[config.mk]
export PLATFORM = sky130hd
export DESIGN_NAME = stim_sequencer
export DESIGN_NICKNAME = d
export VERILOG_FILES = /design/src/rtl/stim_sequencer.sv
export SDC_FILE = /design/constraint.sdc
export NUM_CORES = 2
export LEC_CHECK = 0
export CAP_MARGIN = 20
export CORE_ASPECT_RATIO = 0.5
export CORE_MARGIN = 2
export CORE_UTILIZATION = 53
export DETAILED_ROUTE_END_ITERATION = 10
export PLACE_DENSITY = 0.78
export SLEW_MARGIN = 20
export SYNTH_ARGS = -nofsm -noshare
export SYNTH_HDL_FRONTEND = slang
export SYNTH_SLANG_ARGS = --single-unit
[constraint.sdc]
create_clock -name clk -period 3.2 [get_ports clk]
set_clock_uncertainty 0.2 [all_clocks]
set_input_delay 0.64 -clock clk [delete_from_list [all_inputs] [get_ports clk]]
set_output_delay 0.64 -clock clk [all_outputs]
set_load 0.05 [all_outputs]
[src/rtl/stim_sequencer.sv]
// Plaintext stimulus sequencer: generates pattern blocks, issues them to an AES core, mirrors them and the results into FIFOs.
// Latency: first core_next one cycle after start; plaintext/result visible on the FIFO heads the cycle after the push.
// Backpressure: issue waits for core_ready, no block in flight, plaintext FIFO space and reserved result FIFO space.
//
// Ports: clk/rst_n; control mode, seed, load_seed, burst_len, start, stop; status busy, done,
// issued_count, err_stray; core side core_next, core_block, core_ready, core_result(_valid);
// host side data_require/data/data_empty and result_require/result/result_empty.

// Small first-word-fall-through FIFO; pushes when full and pops when empty are ignored.
module stim_fifo #(
  parameter int W  = 128,
  parameter int AW = 2
) (
  input  logic          clk,
  input  logic          rst_n,
  input  logic          push,
  input  logic [W-1:0]  wdat,
  input  logic          pop,
  output logic [W-1:0]  head,
  output logic [AW:0]   count
);
  localparam int DEPTH = 1 << AW;

  logic [W-1:0]  mem [DEPTH];
  logic [AW-1:0] wr_ptr;
  logic [AW-1:0] rd_ptr;
  logic          do_push;
  logic          do_pop;

  assign do_pop  = pop & (count != '0);
  assign do_push = push & (count != (AW+1)'(DEPTH));
  assign head    = mem[rd_ptr];

  always_ff @(posedge clk or negedge rst_n) begin
    if (!rst_n) begin
      for (int i = 0; i < DEPTH; i++) mem[i] <= '0;
      wr_ptr <= '0;
      rd_ptr <= '0;
      count  <= '0;
    end else begin
      if (do_push) begin
        mem[wr_ptr] <= wdat;
        wr_ptr      <= wr_ptr + 1'b1;
      end
      if (do_pop) rd_ptr <= rd_ptr + 1'b1;
      case ({do_push, do_pop})
        2'b10:   count <= count + 1'b1;
        2'b01:   count <= count - 1'b1;
        default: count <= count;
      endcase
    end
  end
endmodule

module stim_sequencer #(
  parameter int                DATA_W    = 128,
  parameter int                DATA_AW   = 2,
  parameter int                RES_AW    = 3,
  parameter logic [DATA_W-1:0] SEED      = 128'hab7240f9_c5e0bb5e_ee8e34b6_bb84cfb0,
  parameter logic [DATA_W-1:0] LFSR_TAPS = 128'ha0000014_00000000_00000000_00000000
) (
  input  logic              clk,
  input  logic              rst_n,
  input  logic [1:0]        mode,
  input  logic [DATA_W-1:0] seed,
  input  logic              load_seed,
  input  logic [15:0]       burst_len,
  input  logic              start,
  input  logic              stop,
  output logic              busy,
  output logic              done,
  output logic [15:0]       issued_count,
  output logic              err_stray,
  output logic              core_next,
  output logic [DATA_W-1:0] core_block,
  input  logic              core_ready,
  input  logic [DATA_W-1:0] core_result,
  input  logic              core_result_valid,
  input  logic              data_require,
  output logic [DATA_W-1:0] data,
  output logic              data_empty,
  input  logic              result_require,
  output logic [DATA_W-1:0] result,
  output logic              result_empty
);
  typedef enum logic [1:0] {IDLE, RUN, DRAIN, DONE} state_e;
  typedef enum logic [1:0] {M_LFSR, M_CNT, M_FIXED, M_WALK} mode_e;

  state_e            state_q, state_d;
  mode_e             mode_q;
  logic [15:0]       burst_q;
  logic [DATA_W-1:0] gen_q, gen_d;
  logic              in_flight;
  logic              idle_like;
  logic              issue;
  logic              data_full;
  logic              res_room;
  logic [DATA_AW:0]  data_count;
  logic [RES_AW:0]   res_count;
  logic [15:0]       count_inc;

  assign idle_like = (state_q == IDLE) || (state_q == DONE);
  assign data_full = data_count == (DATA_AW+1)'(1 << DATA_AW);
  // Space is reserved for the in-flight result so the result FIFO can never overflow.
  assign res_room  = ({1'b0, res_count} + (RES_AW+2)'(in_flight)) < (RES_AW+2)'(1 << RES_AW);
  assign issue     = (state_q == RUN) & ~stop & core_ready & ~in_flight & ~data_full & res_room;
  assign count_inc = issued_count + 16'd1;

  assign core_next  = issue;
  assign core_block = gen_q;
  assign busy       = (state_q == RUN) || (state_q == DRAIN);
  assign done       = (state_q == DONE);
  assign data_empty   = (data_count == '0);
  assign result_empty = (res_count == '0);

  always_comb begin
    state_d = state_q;
    case (state_q)
      IDLE, DONE: if (start) state_d = RUN;
      RUN: begin
        if (stop) state_d = DRAIN;
        else if (issue && (burst_q != 16'd0) && (count_inc == burst_q)) state_d = DRAIN;
      end
      // A result arriving this cycle empties the pipe, so leave without waiting a cycle.
      DRAIN: if (!in_flight || core_result_valid) state_d = DONE;
      default: state_d = IDLE;
    endcase
  end

  always_comb begin
    gen_d = gen_q;
    if (idle_like && load_seed) begin
      // Zero is a lock-up state for LFSR and walking-one, so substitute 1.
      if ((seed == '0) && ((mode == 2'(M_LFSR)) || (mode == 2'(M_WALK))))
        gen_d = DATA_W'(1);
      else
        gen_d = seed;
    end else if (issue) begin
      case (mode_q)
        M_LFSR:  gen_d = {gen_q[DATA_W-2:0], ^(gen_q & LFSR_TAPS)};
        M_CNT:   gen_d = gen_q + DATA_W'(1);
        M_FIXED: gen_d = gen_q;
        default: gen_d = {gen_q[DATA_W-2:0], gen_q[DATA_W-1]};
      endcase
    end
  end

  always_ff @(posedge clk or negedge rst_n) begin
    if (!rst_n) begin
      state_q      <= IDLE;
      gen_q        <= SEED;
      mode_q       <= M_LFSR;
      burst_q      <= '0;
      issued_count <= '0;
      in_flight    <= 1'b0;
      err_stray    <= 1'b0;
    end else begin
      state_q <= state_d;
      gen_q   <= gen_d;
      if (idle_like && start) begin
        mode_q       <= mode_e'(mode);
        burst_q      <= burst_len;
        issued_count <= '0;
      end else if (issue && (issued_count != 16'hFFFF)) begin
        issued_count <= count_inc;
      end
      if (issue) in_flight <= 1'b1;
      else if (core_result_valid) in_flight <= 1'b0;
      if (core_result_valid && !in_flight) err_stray <= 1'b1;
    end
  end

  stim_fifo #(.W(DATA_W), .AW(DATA_AW)) u_data_fifo (
    .clk   (clk),
    .rst_n (rst_n),
    .push  (issue),
    .wdat  (gen_q),
    .pop   (data_require),
    .head  (data),
    .count (data_count)
  );

  stim_fifo #(.W(DATA_W), .AW(RES_AW)) u_res_fifo (
    .clk   (clk),
    .rst_n (rst_n),
    .push  (core_result_valid),
    .wdat  (core_result),
    .pop   (result_require),
    .head  (result),
    .count (res_count)
  );
endmodule

[Word-level counts from Yosys, hierarchy flattened]
Index checks and enable logic that the tools add are counted.
Widths: inputs -> output; s select.
Word-level totals
  latch bits: 0
  output and inout port bits: 406
  memory bits (read-only): 0
  memories kept: 0
  word-level logic and storage cells: 137
  register bits: 1719
  bits in writable memories: 0
  input bits: 283
Cells by class
  mux-type cells: 27
  multiply operators: 0
  div/mod/pow operators: 0
  eq/ne operators: 19
  bitwise gates (word level): 16
  magnitude comparators: 7
  shifts and indexed selects: 0
  add/sub/neg operators: 11
  reduce and logical (&&, ||, !) cells: 32
Operators with widths (count)
  $mux 128: 9
  $bwmux 1024: 1
  $bwmux 512: 1
  $bmux 128 s3: 1
  $demux 128 s3: 1
  $pmux 128 s3: 1
  $bmux 128 s2: 1
  $demux 128 s2: 1
  $add 128x1->128 const B: 1
  $logic_not 128->1: 1
  $reduce_xor 128->1: 1
  $mux 16: 2
  $add 16x1->16 const B: 1
  $eq 16x16->1: 1
  $ne 16x16->1 const B: 1
  $reduce_bool 16->1: 1
  $eq 2x2->1 const B: 6
  $reduce_bool 2->1: 5
  $add 3x1->3 const B: 3
  $and 1x1->1: 9
  $logic_and 1x1->1: 9
  $eq 2x1->1 const B: 4
  $ge 4x4->1 const B: 2
  $mux 2: 4
  32 further kinds: 45

[Longest topological paths before layout]
  word-level depth: 11
  gate-level depth with buffers: 12
  gate-level depth less buffers: 11

[Modules after synthesis]
Synthesis repeated with hierarchy kept, for this count alone.
Second synthesis, totals
  cell total of the unflattened synthesis: 5584
  area total of the unflattened synthesis: 82990.8 µm²
Modules (own cells, without submodules)
  stim_fifo at u_res_fifo: times used 1, sequential area each 25874.8 µm², area an instance 47700.7 µm², cells an instance 2675
  stim_fifo at u_data_fifo: times used 1, sequential area each 12987.5 µm², area an instance 22629.2 µm², cells an instance 1276
  stim_sequencer: times used 1, sequential area each 4240.3 µm², area an instance 12660.9 µm², cells an instance 1633

[Worst setup path before layout]
OpenSTA, ideal clock, no wires.
  path type: register to register
  from: register u_res_fifo.count[1]
  to: register u_res_fifo.count[3]
  required time: 2.875 ns
  stages on the path, launching flop included: 11
  setup time: 0.125 ns
  setup slack: -0.630 ns
  buffers on the path: 0
  period minus slack after synthesis: 3.830 ns
  data arrival time: 3.505 ns
  cells stage by stage: dfrtp_1 nor4_1 nand2b_1 inv_1 ha_1 ha_1 a21o_1 a21oi_1 xnor2_1 nor2_1 xor2_1
On the way
  word-level cells in the longest chain between the ends: 4
  elaborated cells between the ends (all ways): 10
  classes of those cells: 2 x add/sub; 3 x eq/ne; 1 x mux; 2 x bitwise; 2 x reduce/logical
RTL lines
  from (decl): RTL line 20  | output logic [AW:0] count
  from (signal assigned): RTL line 47  | 2'b10: count <= count + 1'b1;
  from (signal assigned): RTL line 48  | 2'b01: count <= count - 1'b1;
  from (signal assigned): RTL line 49  | default: count <= count;
  $reduce_bool 4->1 *: RTL line 30  | assign do_pop = pop & (count != '0);
  $and 1x1->1 *: RTL line 30
  net u_res_fifo.do_pop: RTL line 28  | logic do_pop;
  $eq 2x1->1 / $eq 2x2->1 (equally long branches): RTL line 46  | case ({do_push, do_pop})
  $pmux 4 s2 / $reduce_bool 2->1 (equally long branches)
Mark *: on every way through the listed nets, which the timed path passes. The rest lies on a longest branch.
A chain may end at the register's enable or synchronous reset.

[Final worst setup path]
  from: register u_res_fifo.rd_ptr[0]
  to: output result[12]
On the way
  word-level cells in the longest chain between the ends: 4
RTL lines
  from (decl): RTL line 26  | logic [AW-1:0] rd_ptr;
  from (signal assigned): RTL line 45  | if (do_pop) rd_ptr <= rd_ptr + 1'b1;
  $not 3->4 (implied by the code): RTL line 32  | assign head = mem[rd_ptr];
  $bmux 128 s3: RTL line 32
  $mux 128 (implied by the code) (2 in series): RTL line 32
  to (decl): RTL line 83  | output logic [DATA_W-1:0] result,
Every way passes these cells. The select of a mux whose other input is x is not followed.

==> metrics <==
status=finished, violations left; failing checks=negative setup slack; number of port buffers=688; total CTS buffers=~160; Period Utilization, post-route=1.14; Area contributors post-synth=dfrtp_1, mux2_2, mux4_2; mux contribution to synthesized area=0.340; post-synth top area share=0.513; clock-pin slew on the worst setup and hold paths=around 0.07 ns; setup tns final=-57.49 ns; Worst R2R Path Depth=9; htree depth=4; register area share after synthesis=0.535; yosys warns=0; Synth Flop Type=dfrtp_1; Power Density=around 1300 nW/um^2; max cap viols=0; root buf cell=clkbuf_16; Total GRT Usage=0.310; Synth cell types=75; RePlAce Congestion=between 0.9 and 1; DRC=0; Mapped Avg Cell Area=between 10 and 15 um^2; first-pass GRT wire length=around 370 mm; layout cells sized above 1=0.480; CP Data Required Time=2.36 ns; HPWL after DPL=roughly 160 mm; hold path endpoint=core_block[95]; cells after synthesis=5697; Yosys reg bits=around 1700; synthesized area=80500 um^2; CTS tree=built; Detail Route Antenna Nets=0; io pins=689; CP Launch Type=register; unrepaired setup endpoints after global routing=yes; worst skew pair latency=approximately 0.80 ns; Row Count=101; dpl ws=-0.122 ns; worst hold start=seed[95]; ys async rst share=1.00; Synth-to-Final Area Change=26.3%; Worst Hold Depth=3; min-delay worst type=input port to register; Via Count=about 55000; die width=555 um; # setup viols final=236; largest family of logic cells by synthesized area=multiplexers; number of synthesized flops with an enable pin=0; non-filler cells in the finished layout=about 9000; Hold Fails Final Rpt=0; achievable frequency=about 0.27 GHz; Reg2Reg Capture Point=core_block[105]; largest net degree at the start of global routing=124; final max-slew violation count=0; Worst slew margin=0.518; Die Height=roughly 280 um; Leak Pwr=~44 nW; Synth Area in Simple Gates=0.0515; # fillers=around 10000; WL/cell=about 28 um; syn_nets=roughly 6000; critical path type=register to primary output; Via density=approximately 6.3; initial antenna violation count=35; Initial Utilization=0.532; Synth Area in Compound Gates=0.0360; area of the core=151000 um^2; Worst Path Arrival=2.82 ns; die area=approximately 160000 um^2; Max rail drop VDD=about 0.0012 V; min cycle time layout=approximately 3.7 ns; Layout Nets=just under 7000; Critical R2R Launch=core_block[15]; CP endpoint kind=primary output; Starting DRT DRC Count=4657; Power Total=between 100 and 150 mW; XOR/XNOR Fraction of Synth Area=0.00957; vias in the first global route=slightly below 60000; WL final=approximately 240 mm; PnR worst setup slack=-0.455 ns; Synth Area in Adders=0.00283; CTS sink cnt=~1700; slew of the pin with the lowest slew margin=0.722 ns; Clock Path Buffers=4; crit-path max FO=5; reg2reg setup slack=~0.14 ns; Post-Place Cells=8390; drt pass-1 iters=7; leading area contributor after synthesis=dfrtp_1; grt total ovfl=0
[through the flow]
step                 util  instance area [um^2]  hold slack [ns]
finish              0.672                102000            0.233
global route        0.672                102000            0.220
CTS                 0.668                101000            0.197
detailed placement  0.614                 92900            0.247
global placement    0.614                 92900            0.240
floorplan               -                 80500            0.144
[synthesized netlist by cell type (all sizes together) (10+ instances only)]
library cell / number
ha: 15
a211oi: 14
dfstp: 69
xnor2: 44
mux2: 1652
mux4: 385
and3: 28
nor2: 183
nand4: 69
nor4: 80
or3: 13
and2: 12
a21oi: 171
buf: 95
o22ai: 23
a31oi: 25
nand3: 89
nand2: 209
nor3: 97
inv: 25
mux2i: 10
o31ai: 20
and4: 15
clkbuf: 392
nor2b: 10
dfrtp: 1650
xor2: 44
o21ai: 128
[power by group]
part | total, mW | switching (mW) | internal [mW]
clock network | 19.7 | 8.63 | 11.1
registers | 39.0 | 6.60 | 32.4
logic | 68.9 | 36.1 | 32.8
total | 128 | 51.3 | 76.3
[sequential cells by signal, indices dropped and copies added, names as in the netlist]
name / flops
burst_q: 16
core_block: 128
err_stray: 1
in_flight: 1
issued_count: 16
mode_q: 2
state_q: 2
u_data_fifo.count: 3
u_data_fifo.mem: 512
u_data_fifo.rd_ptr: 2
u_data_fifo.wr_ptr: 2
u_res_fifo.count: 4
u_res_fifo.mem: 1024
u_res_fifo.rd_ptr: 3
u_res_fifo.wr_ptr: 3
[repair_timing]
item / CTS / global route
endpoints found under the hold margin: 56 / 0
hold buffers: 1 / 0
pin swaps: 0 / 3
resized for setup: 446 / 208
gates cloned: 30 / 9
setup endpoints to repair: 293 / 286
setup buffers: 58 / 22
[cells in the final DEF (no fill, tap or decap), types with 15 or more instances in the layout]
| cell type | synthesis | routed |
|---|---|---|
| buf_8 | 0 | 89 |
| nand4_1 | 67 | 67 |
| and3_1 | 28 | 28 |
| o22ai_1 | 23 | 23 |
| diode_2 | 0 | 32 |
| ha_1 | 15 | 15 |
| nand3_1 | 88 | 85 |
| buf_16 | 0 | 27 |
| clkbuf_16 | 0 | 171 |
| dfstp_2 | 69 | 69 |
| clkinv_2 | 0 | 20 |
| o21ai_0 | 127 | 126 |
| nor4_1 | 75 | 69 |
| mux4_2 | 385 | 385 |
| clkbuf_1 | 386 | 34 |
| a31oi_1 | 25 | 25 |
| a21oi_1 | 171 | 171 |
| nor2_1 | 183 | 180 |
| clkbuf_8 | 0 | 31 |
| clkdlybuf4s50_1 | 0 | 366 |
| xnor2_1 | 44 | 44 |
| o31ai_1 | 20 | 20 |
| buf_6 | 2 | 188 |
| dfrtp_1 | 1650 | 1640 |
| buf_4 | 0 | 358 |
| dlygate4sd2_1 | 0 | 46 |
| mux2_4 | 0 | 99 |
| xor2_1 | 44 | 44 |
| mux2_2 | 1652 | 1553 |
| buf_12 | 0 | 165 |
| nor3_1 | 97 | 96 |
| inv_1 | 25 | 25 |
| nand2_1 | 209 | 203 |
| dlymetal6s2s_1 | 0 | 15 |
[kinds of logic after synthesis]
family | Yosys count
compound gates | 477
xor+xnor | 88
fa+ha+maj | 17
buf+inv | 515
flops | 1719
mux | 2047
simple gates | 834
[how the worst max path moves through the flow]
stage | start | endpoint | slack, ns
after floorplan | u_res_fifo.count[1] | u_res_fifo.count[3] | -0.008
after global placement | core_result_valid | u_res_fifo.mem[580] | -0.16
after detailed placement | core_result_valid | u_res_fifo.mem[590] | -0.12
after CTS | u_res_fifo.rd_ptr[0] | result[92] | -0.51
after global routing | u_res_fifo.rd_ptr[0] | result[121] | -0.52
final | u_res_fifo.rd_ptr[0] | result[12] | -0.46
[area by class of cell]
| cell class | count | area [um^2] | area share |
|---|---|---|---|
| sequential | 1719 | 43100 | 0.424 |
| timing repair buffer | 1265 | 14700 | 0.144 |
| tap | 2008 | 2510 | 0.0247 |
| multi-input combinational | 3463 | 35900 | 0.353 |
| inverter | 28 | 105 | 0.00103 |
| clock buffer | 227 | 4610 | 0.0453 |
| clock inverter | 50 | 648 | 0.00637 |
| antenna | 32 | 80.1 | 0.000787 |
[critical path: stages, from the launching register on]
cell	delay [ns]
dfrtp_4	0.51
buf_12	0.16
clkbuf_16	0.18
buf_12	0.14
buf_16	0.13
mux4_2	0.41
mux2_4	0.31
buf_6	0.16
[routing by layer]
layer  global-route usage  part of all wire  wire length, um  vias to the layer above
met4                0.139             0.044            10800                        6
li1                     -                 -                -                    23100
met2                0.525              0.51           124000                     2202
met1                0.393              0.39            94600                    29400
met3               0.0519             0.058            14200                      558
met5                    0           0.00013               31                        -
Power figures use the tool's default switching activity.
